[config.mk]
export PLATFORM = sky130hd
export DESIGN_NAME = mc_config_loader
export DESIGN_NICKNAME = d
export VERILOG_FILES = /design/src/rtl/mc_cfg_pkg.sv /design/src/rtl/mc_config_loader.sv
export SDC_FILE = /design/constraint.sdc
export NUM_CORES = 1
export LEC_CHECK = 0
export ABC_AREA = 1
export CAP_MARGIN = 10
export CORE_UTILIZATION = 45
export DETAILED_ROUTE_END_ITERATION = 16
export PLACE_DENSITY = 0.71
export SLEW_MARGIN = 20
export SYNTH_ARGS = -nofsm -noshare
export SYNTH_HDL_FRONTEND = slang
export SYNTH_SLANG_ARGS = --single-unit
[constraint.sdc]
create_clock -name ffclk -period 13.38 [get_ports ffclk]
set_input_delay 2.007 -clock ffclk [delete_from_list [all_inputs] [get_ports ffclk]]
set_output_delay 2.007 -clock ffclk [all_outputs]
set_load 0.02 [all_outputs]
[src/rtl/mc_cfg_pkg.sv]
// Shared definitions for the macrocell configuration path.
// Holds the config word width, the field bit positions inside one word,
// the frame sync patterns and the loader state encoding.
package mc_cfg_pkg;

    localparam int CFGW = 19;

    localparam int PT1_MUX_B      = 0;
    localparam int PT2_MUX_B      = 1;
    localparam int PT3_MUX_B      = 2;
    localparam int PT4_MUX_B      = 3;
    localparam int PT4_FUNC_MUX_B = 4;
    localparam int PT5_MUX_B      = 5;
    localparam int PT5_FUNC_MUX_B = 6;
    localparam int XOR_A_MUX_B    = 7;
    localparam int XOR_B_MUX_B    = 8;
    localparam int XOR_INV_MUX_B  = 9;
    localparam int O_MUX_B        = 10;
    localparam int D_MUX_B        = 11;
    localparam int STORAGE_MUX_B  = 12;
    localparam int OE_MUX_LO      = 13;
    localparam int GCLK_MUX_LO    = 16;
    localparam int GCLR_MUX_B     = 18;

    localparam logic [7:0] SYNC_WR = 8'hA5;
    localparam logic [7:0] SYNC_RD = 8'h5A;

    typedef enum logic [2:0] {
        HUNT,
        W_ADDR,
        W_DATA,
        W_PAR,
        R_ADDR,
        R_PAR,
        RDOUT
    } state_t;

endpackage

[src/rtl/mc_config_loader.sv]
// Serial configuration loader for the macrocell array.
// Hunts for a sync byte on the strobed serial link, then either writes a
// parity-checked word into the config store or shifts a stored word back out.
// Ports: ffclk (clock), ffar (async active-high reset), sdi/sdv (serial bit
// and strobe), cfg (all config words, macrocell m at cfg[m*CFGW +: CFGW]),
// sdo/sdo_v (readback bit and valid), frame_ok/frame_err (one-cycle status).
//
// state  | meaning
// HUNT   | sliding 8-bit window looks for a sync byte
// W_ADDR | collecting write address bits
// W_DATA | collecting write data bits
// W_PAR  | waiting for the write parity bit
// R_ADDR | collecting read address bits
// R_PAR  | waiting for the read parity bit
// RDOUT  | free-running shift-out of the addressed word
module mc_config_loader #(
    parameter int NMC  = 16,
    parameter int AW   = $clog2(NMC),
    parameter int CFGW = mc_cfg_pkg::CFGW
) (
    input  logic                ffclk,
    input  logic                ffar,
    input  logic                sdi,
    input  logic                sdv,
    output logic [NMC*CFGW-1:0] cfg,
    output logic                sdo,
    output logic                sdo_v,
    output logic                frame_ok,
    output logic                frame_err
);
    import mc_cfg_pkg::*;

    localparam int            CW        = $clog2(CFGW + 1);
    localparam logic [CW-1:0] ADDR_LAST = CW'(AW - 1);
    localparam logic [CW-1:0] DATA_LAST = CW'(CFGW - 1);

    state_t          state, state_n;
    logic [7:0]      window, win_n;
    logic [CW-1:0]   cnt;
    logic [AW-1:0]   addr_sr;
    logic [CFGW-1:0] data_sr, rd_sr, rd_word;
    logic            par, addr_ok;
    logic            wr_en, err_n, rd_load, rd_last, ok_q;
    logic [CFGW-1:0] mem [NMC];

    // Range check and read mux share one decode so an out-of-range address
    // never indexes past the store.
    always_comb begin
        addr_ok = 1'b0;
        rd_word = '0;
        for (int m = 0; m < NMC; m++) begin
            if (addr_sr == AW'(m)) begin
                addr_ok = 1'b1;
                rd_word = mem[m];
            end
        end
    end

    always_ff @(posedge ffclk or posedge ffar) begin
        if (ffar) state <= HUNT;
        else      state <= state_n;
    end

    always_comb begin
        state_n = state;
        win_n   = {window[6:0], sdi};
        wr_en   = 1'b0;
        err_n   = 1'b0;
        rd_load = 1'b0;
        rd_last = 1'b0;
        case (state)
            HUNT: begin
                if (sdv) begin
                    if (win_n == SYNC_WR)      state_n = W_ADDR;
                    else if (win_n == SYNC_RD) state_n = R_ADDR;
                end
            end
            W_ADDR: if (sdv && cnt == ADDR_LAST) state_n = W_DATA;
            W_DATA: if (sdv && cnt == DATA_LAST) state_n = W_PAR;
            W_PAR: begin
                if (sdv) begin
                    state_n = HUNT;
                    if (sdi == par && addr_ok) wr_en = 1'b1;
                    else                       err_n = 1'b1;
                end
            end
            R_ADDR: if (sdv && cnt == ADDR_LAST) state_n = R_PAR;
            R_PAR: begin
                if (sdv) begin
                    if (sdi == par && addr_ok) begin
                        state_n = RDOUT;
                        rd_load = 1'b1;
                    end else begin
                        state_n = HUNT;
                        err_n   = 1'b1;
                    end
                end
            end
            RDOUT: begin
                if (cnt == DATA_LAST) begin
                    rd_last = 1'b1;
                    state_n = HUNT;
                end
            end
            default: state_n = HUNT;
        endcase
    end

    always_ff @(posedge ffclk or posedge ffar) begin
        if (ffar) begin
            window    <= '0;
            cnt       <= '0;
            addr_sr   <= '0;
            data_sr   <= '0;
            rd_sr     <= '0;
            par       <= 1'b0;
            ok_q      <= 1'b0;
            frame_err <= 1'b0;
        end else begin
            ok_q      <= wr_en;
            frame_err <= err_n;

            // Counter restarts on every state change, so each phase counts from 0.
            if (state_n != state)
                cnt <= '0;
            else if (state == RDOUT ||
                     (sdv && (state == W_ADDR || state == W_DATA || state == R_ADDR)))
                cnt <= cnt + 1'b1;

            if (state == HUNT && sdv)
                window <= (state_n == HUNT) ? win_n : 8'h00;

            if (state == HUNT)
                par <= 1'b0;
            else if (sdv && (state == W_ADDR || state == W_DATA || state == R_ADDR))
                par <= par ^ sdi;

            // LSB arrives first, so shift in from the top.
            if (sdv && (state == W_ADDR || state == R_ADDR))
                addr_sr <= {sdi, addr_sr[AW-1:1]};
            if (sdv && state == W_DATA)
                data_sr <= {sdi, data_sr[CFGW-1:1]};

            if (rd_load)
                rd_sr <= rd_word;
            else if (state == RDOUT)
                rd_sr <= rd_sr >> 1;
        end
    end

    always_ff @(posedge ffclk or posedge ffar) begin
        if (ffar) begin
            for (int m = 0; m < NMC; m++) mem[m] <= '0;
        end else begin
            for (int m = 0; m < NMC; m++)
                if (wr_en && addr_sr == AW'(m)) mem[m] <= data_sr;
        end
    end

    for (genvar m = 0; m < NMC; m++) begin : g_cfg
        assign cfg[m*CFGW +: CFGW] = mem[m];
    end

    assign sdo_v    = (state == RDOUT);
    assign sdo      = sdo_v & rd_sr[0];
    assign frame_ok = ok_q | rd_last;

endmodule

Word level (Yosys, flattened, before mapping) --
Cells that the tools add are included.
Word-level totals: register bits 364, output and inout port bits 308, word-level logic and storage cells 149
Cells by class: add/sub/neg operators 1, equality and inequality tests 27, muxes and demuxes 59, bitwise operators 3, reductions and logical operators 34
Operator list (count):
- two-way mux 19 bit | 18
- == test 4 bit, second input constant | 8
- two-way mux 3 bit | 10
- two-way mux 1 bit | 27
- logical AND 1 bit | 23
- one-hot mux 3 bit (7 select lines) | 1
- == test 4 x 3 -> 1 bit, second input constant | 4
- two-way mux 5 bit | 2
- == test 3 bit, second input constant | 3
- == test 4 x 2 -> 1 bit, second input constant | 2
- == test 8 x 7 -> 1 bit, second input constant | 1
- == test 8 bit, second input constant | 1
- two-way mux 7 bit | 1
- == test 3 x 2 -> 1 bit, second input constant | 2
- logical NOT 3 bit | 2
- nonzero test 2 bit | 3
- adder 5 x 1 -> 5 bit, second input constant | 1
- == test 5 x 2 -> 1 bit, second input constant | 1
- == test 5 bit, second input constant | 1
- == test 4 x 1 -> 1 bit, second input constant | 1
- logical NOT 4 bit | 1
- logical OR 1 bit | 4
- == test 3 x 1 -> 1 bit, second input constant | 1
- != test 3 bit | 1
- 5 further kinds | 5

Logic depth before layout (Yosys ltp) --
word-level depth 23, depth in mapped cells 15

Worst setup path after synthesis --
Ideal clock, no wire load.
path type in2reg, start input sdv, end register cnt[2], setup time 0.119 ns, arrival 3.135 ns, required time 13.261 ns, path slack 10.126 ns, stages on the path 11, path buffers 0, cell sequence inv_1 -> nor2_1 -> nand2_1 -> nand3_1 -> nor3_2 -> xor2_1 -> inv_1 -> nor2_2 -> nand2_2 -> a21oi_1 -> nor2_1
On the way: word-level cells in the longest chain between the ends 5, elaborated cells on any way between the ends 14
Ends and longest elaborated chain:
- start, declared | line mc_config_loader.sv:24 | input logic sdv,
- logical AND 1 bit, on equally long branches | line mc_config_loader.sv:78, mc_config_loader.sv:87, mc_config_loader.sv:79
- two-way mux 3 bit, on equally long branches | line mc_config_loader.sv:87, mc_config_loader.sv:78, mc_config_loader.sv:79
- one-hot mux 3 bit (7 select lines) | line mc_config_loader.sv:71 | case (state)
- != test 3 bit | line mc_config_loader.sv:124 | if (state_n != state)
- two-way mux 5 bit or nonzero test 2 bit (tied branches)
- end signal, assigned | line mc_config_loader.sv:128 | cnt <= cnt + 1'b1;
- end, declared | line mc_config_loader.sv:39 | logic [CW-1:0] cnt;
Parallel ways exist; a longest one is shown, timed or not. A chain may end at the register's enable or synchronous reset.

Worst setup path in the final report --
start register state[0], end output frame_ok
On the way: word-level cells in the longest chain between the ends 3
Ends and longest elaborated chain:
- start, declared | line mc_config_loader.sv:37 | state_t state, state_n;
- start signal, assigned | line mc_config_loader.sv:61 | else state <= state_n;
- == test 3 bit | line mc_config_loader.sv:71
- two-way mux 1 bit | line mc_config_loader.sv:71
- bitwise OR 1 bit | line mc_config_loader.sv:166 | assign frame_ok = ok_q | rd_last;
- end, declared | line mc_config_loader.sv:28 | output logic frame_ok,
No other way between the ends.

==> metrics <==
status=complete, no violations; most common cell after layout, fill and taps aside=nand2_1; Synth area leader=dfrtp_1; ys flop type=dfrtp_1; Critical Path AT=2470 ps; CTS Buf Count=41; CTS tree=done; Syn Nets=1938; max_slew headroom=29.8%; cell count of the worst reg-to-reg path=13; origin of the critical flop-to-flop path=addr_sr[0]; largest net degree at the start of global routing=146; Distinct cells, synth=34; final cycle utilization of the critical path=33.4%; vias=14800; Root Buffer Master=clkbuf_16; worst path cell trace=nor2_1, nand2_1, o21bai_1, clkdlybuf4s50_1; Die ar.=0.0366 mm^2; final setup TNS=0 ps; CP endpoint=frame_ok; synthesis-to-finish area growth=28.1%; HPWL after DPL=38200 um; Setup CP Type=register to primary output; worst reg2reg path endpoint=rd_sr[2]; initial antenna violation count=0; multiplexer area fraction after synthesis=0%; DRT iter0 DRCs=1646; PD cells=131 mW/mm^2; peak supply drop=0.0000909 V; Synth Area in XOR/XNOR=0.217%; CTS Sinks=364; # rows=68; Hold/Removal Path Class=register to register; post-CTS resize count=0; drt via density=5.56; Die Ht=191 um; total grt overflow=0; Levels on crit path=4; vias in the first global route=13700; clock input transition at the sequential cells of the worst setup and hold paths=60 ps; Final Util=59.2%; ANT cells=0; YS warnings=0; post-cts hold buffer count=0; Die X=191 um; Routed WL=56000 um; max-slew violations=0; simple-gate area share of the yosys netlist=23.6%; Clock Path Buffers=3; CP startpoint kind=register; crit-path max FO=22; layout cells sized above 1=6.32%; Cell Area, Synth=0.0161 mm^2; net count reported at finish=2180; Post-synth ARST share=100%; ANT nets after route=0; Buf/Inv on CP=1; worst setup path start=state[0]; register area share after synthesis=56.5%; Cells after Synth=1932; delay-heaviest family, CP=buffers and inverters; first-pass detailed-route iteration total=8; setup slack, reg-to-reg=10510 ps; Seq cells post-synth=364; Worst setup EP type=primary output; CP required=11370 ps; Worst-Margin Slew=1050 ps; Compound-Gate Fraction of Synth Area=13.4%; GPL Wtd Cong=0.905; largest family of logic cells by synthesized area=simple AND/OR/NAND/NOR gates; Adder-Cell Fraction of Synth Area=0.155%; most frequent cells in the layout=nand2_1, dfrtp_1, o21ai_0; Max Cap Viol=0; slowest cell on the critical path=clkdlybuf4s50_1; # IOs=312; RSZ-0062 raised after global routing=false; Setup Fix Bufs, Post-CTS=0; Yosys top cell area share=56.5%; core area=0.0349 mm^2; Syn Area/Cell=8.34 um^2; crit path time final=4470 ps; fmax=0.224 GHz; H-tree depth=2; P_leak=0.00873 uW; IO buf count=311; DRC errors left=0; final-report hold violation count=0; Starting Density=46.2%; Clock Latency Late Sink=530 ps; synth top area cells=dfrtp_1, nand2_1, o21ai_0, nor2_1, inv_1; routed length per instance=21.1 um; crit-path max cell delay=630 ps; Post-synth EDFFs=0; aggregate global-route resource usage=30.5%; Final setup viols=0; first-pass GRT wire length=82900 um; skew final=14.6 ps
-- cell type report --
type,instances,area (um^2)
Clock buffer,63,1210
Multi-Input combinational cell,1332,6050
Fill cell,3112,14200
Tap cell,455,569
Sequential cell,364,9110
Timing Repair Buffer,318,3170
Inverter,117,457
Clock inverter,7,90.1
-- how the worst min path moves through the flow --
stage / from / slack (ps) / to / cells after the start
6_report: data_sr[13] / 480 / data_sr[13] / 2
5_1_grt: data_sr[5] / 510 / data_sr[5] / 2
4_1_cts: rd_sr[18] / 490 / rd_sr[18] / 2
3_5_place_dp: rd_sr[18] / 470 / rd_sr[18] / 2
3_3_place_gp: data_sr[3] / 470 / data_sr[3] / 2
2_1_floorplan: rd_sr[18] / 440 / rd_sr[18] / 2
-- stage by stage --
stage | instances | hold slack [ps] | area [um^2] | setup WS, ps | power (uW)
final | 2656 | 484 | 20600 | 8910 | 2700
after global placement | 2586 | 465 | 19300 | 8190 | 1590
after CTS | 2656 | 485 | 20600 | 8670 | 2690
after floorplan | 1932 | 444 | 16100 | 1270 | 1490
after global routing | 2656 | 513 | 20600 | 8560 | 2790
after detailed placement | 2586 | 468 | 19300 | 8130 | 1600
-- layer usage --
layer / track usage, % / vias to the layer above / wire, um
met5: 0 / - / 0
met4: 10.6 / 0 / 2010
met3: 8.92 / 105 / 6450
met2: 45.6 / 799 / 24800
met1: 42.4 / 7144 / 22700
li1: - / 6729 / -
-- Yosys cell counts, types with 4 or more instances --
library cell,number
buf_2,46
nand2_4,5
nand2_1,613
buf_1,6
inv_2,10
a21oi_1,59
buf_6,6
xor2_1,4
nand4_1,55
nor2_1,137
inv_1,104
clkbuf_1,60
nor2_2,16
dfrtp_1,364
or2_2,7
nand2_2,4
o21ai_0,358
nand3_1,49
nor2_4,9
-- cells by family (layout without fill, tap and decap cells) --
family / count (synthesis) / count (layout)
simple gates: 902 / 902
buf+inv: 236 / 505
fa+ha+maj: 2 / 2
xor+xnor: 4 / 4
compound gates: 424 / 424
flops: 364 / 364
-- worst min-delay path: stages, from the launching register on --
cell and delay (ps):
dfrtp_1 340, nand2_1 50, o21ai_0 60
-- where the power goes --
group / switching (uW) / total, uW / internal, uW
Sequential: 42.9 / 1200 / 1160
Combinational: 309 / 396 / 87.3
Clock: 445 / 1100 / 657
Total: 797 / 2700 / 1900
-- state kept, by name, summed over array words and instances, names as in the netlist --
name / flops
cnt: 5
addr_sr: 4
cfg: 304
data_sr: 19
state: 3
ok_q: 1
window: 7
par: 1
rd_sr: 19
frame_err: 1
Note: power is estimated with default switching activity, not from simulation.
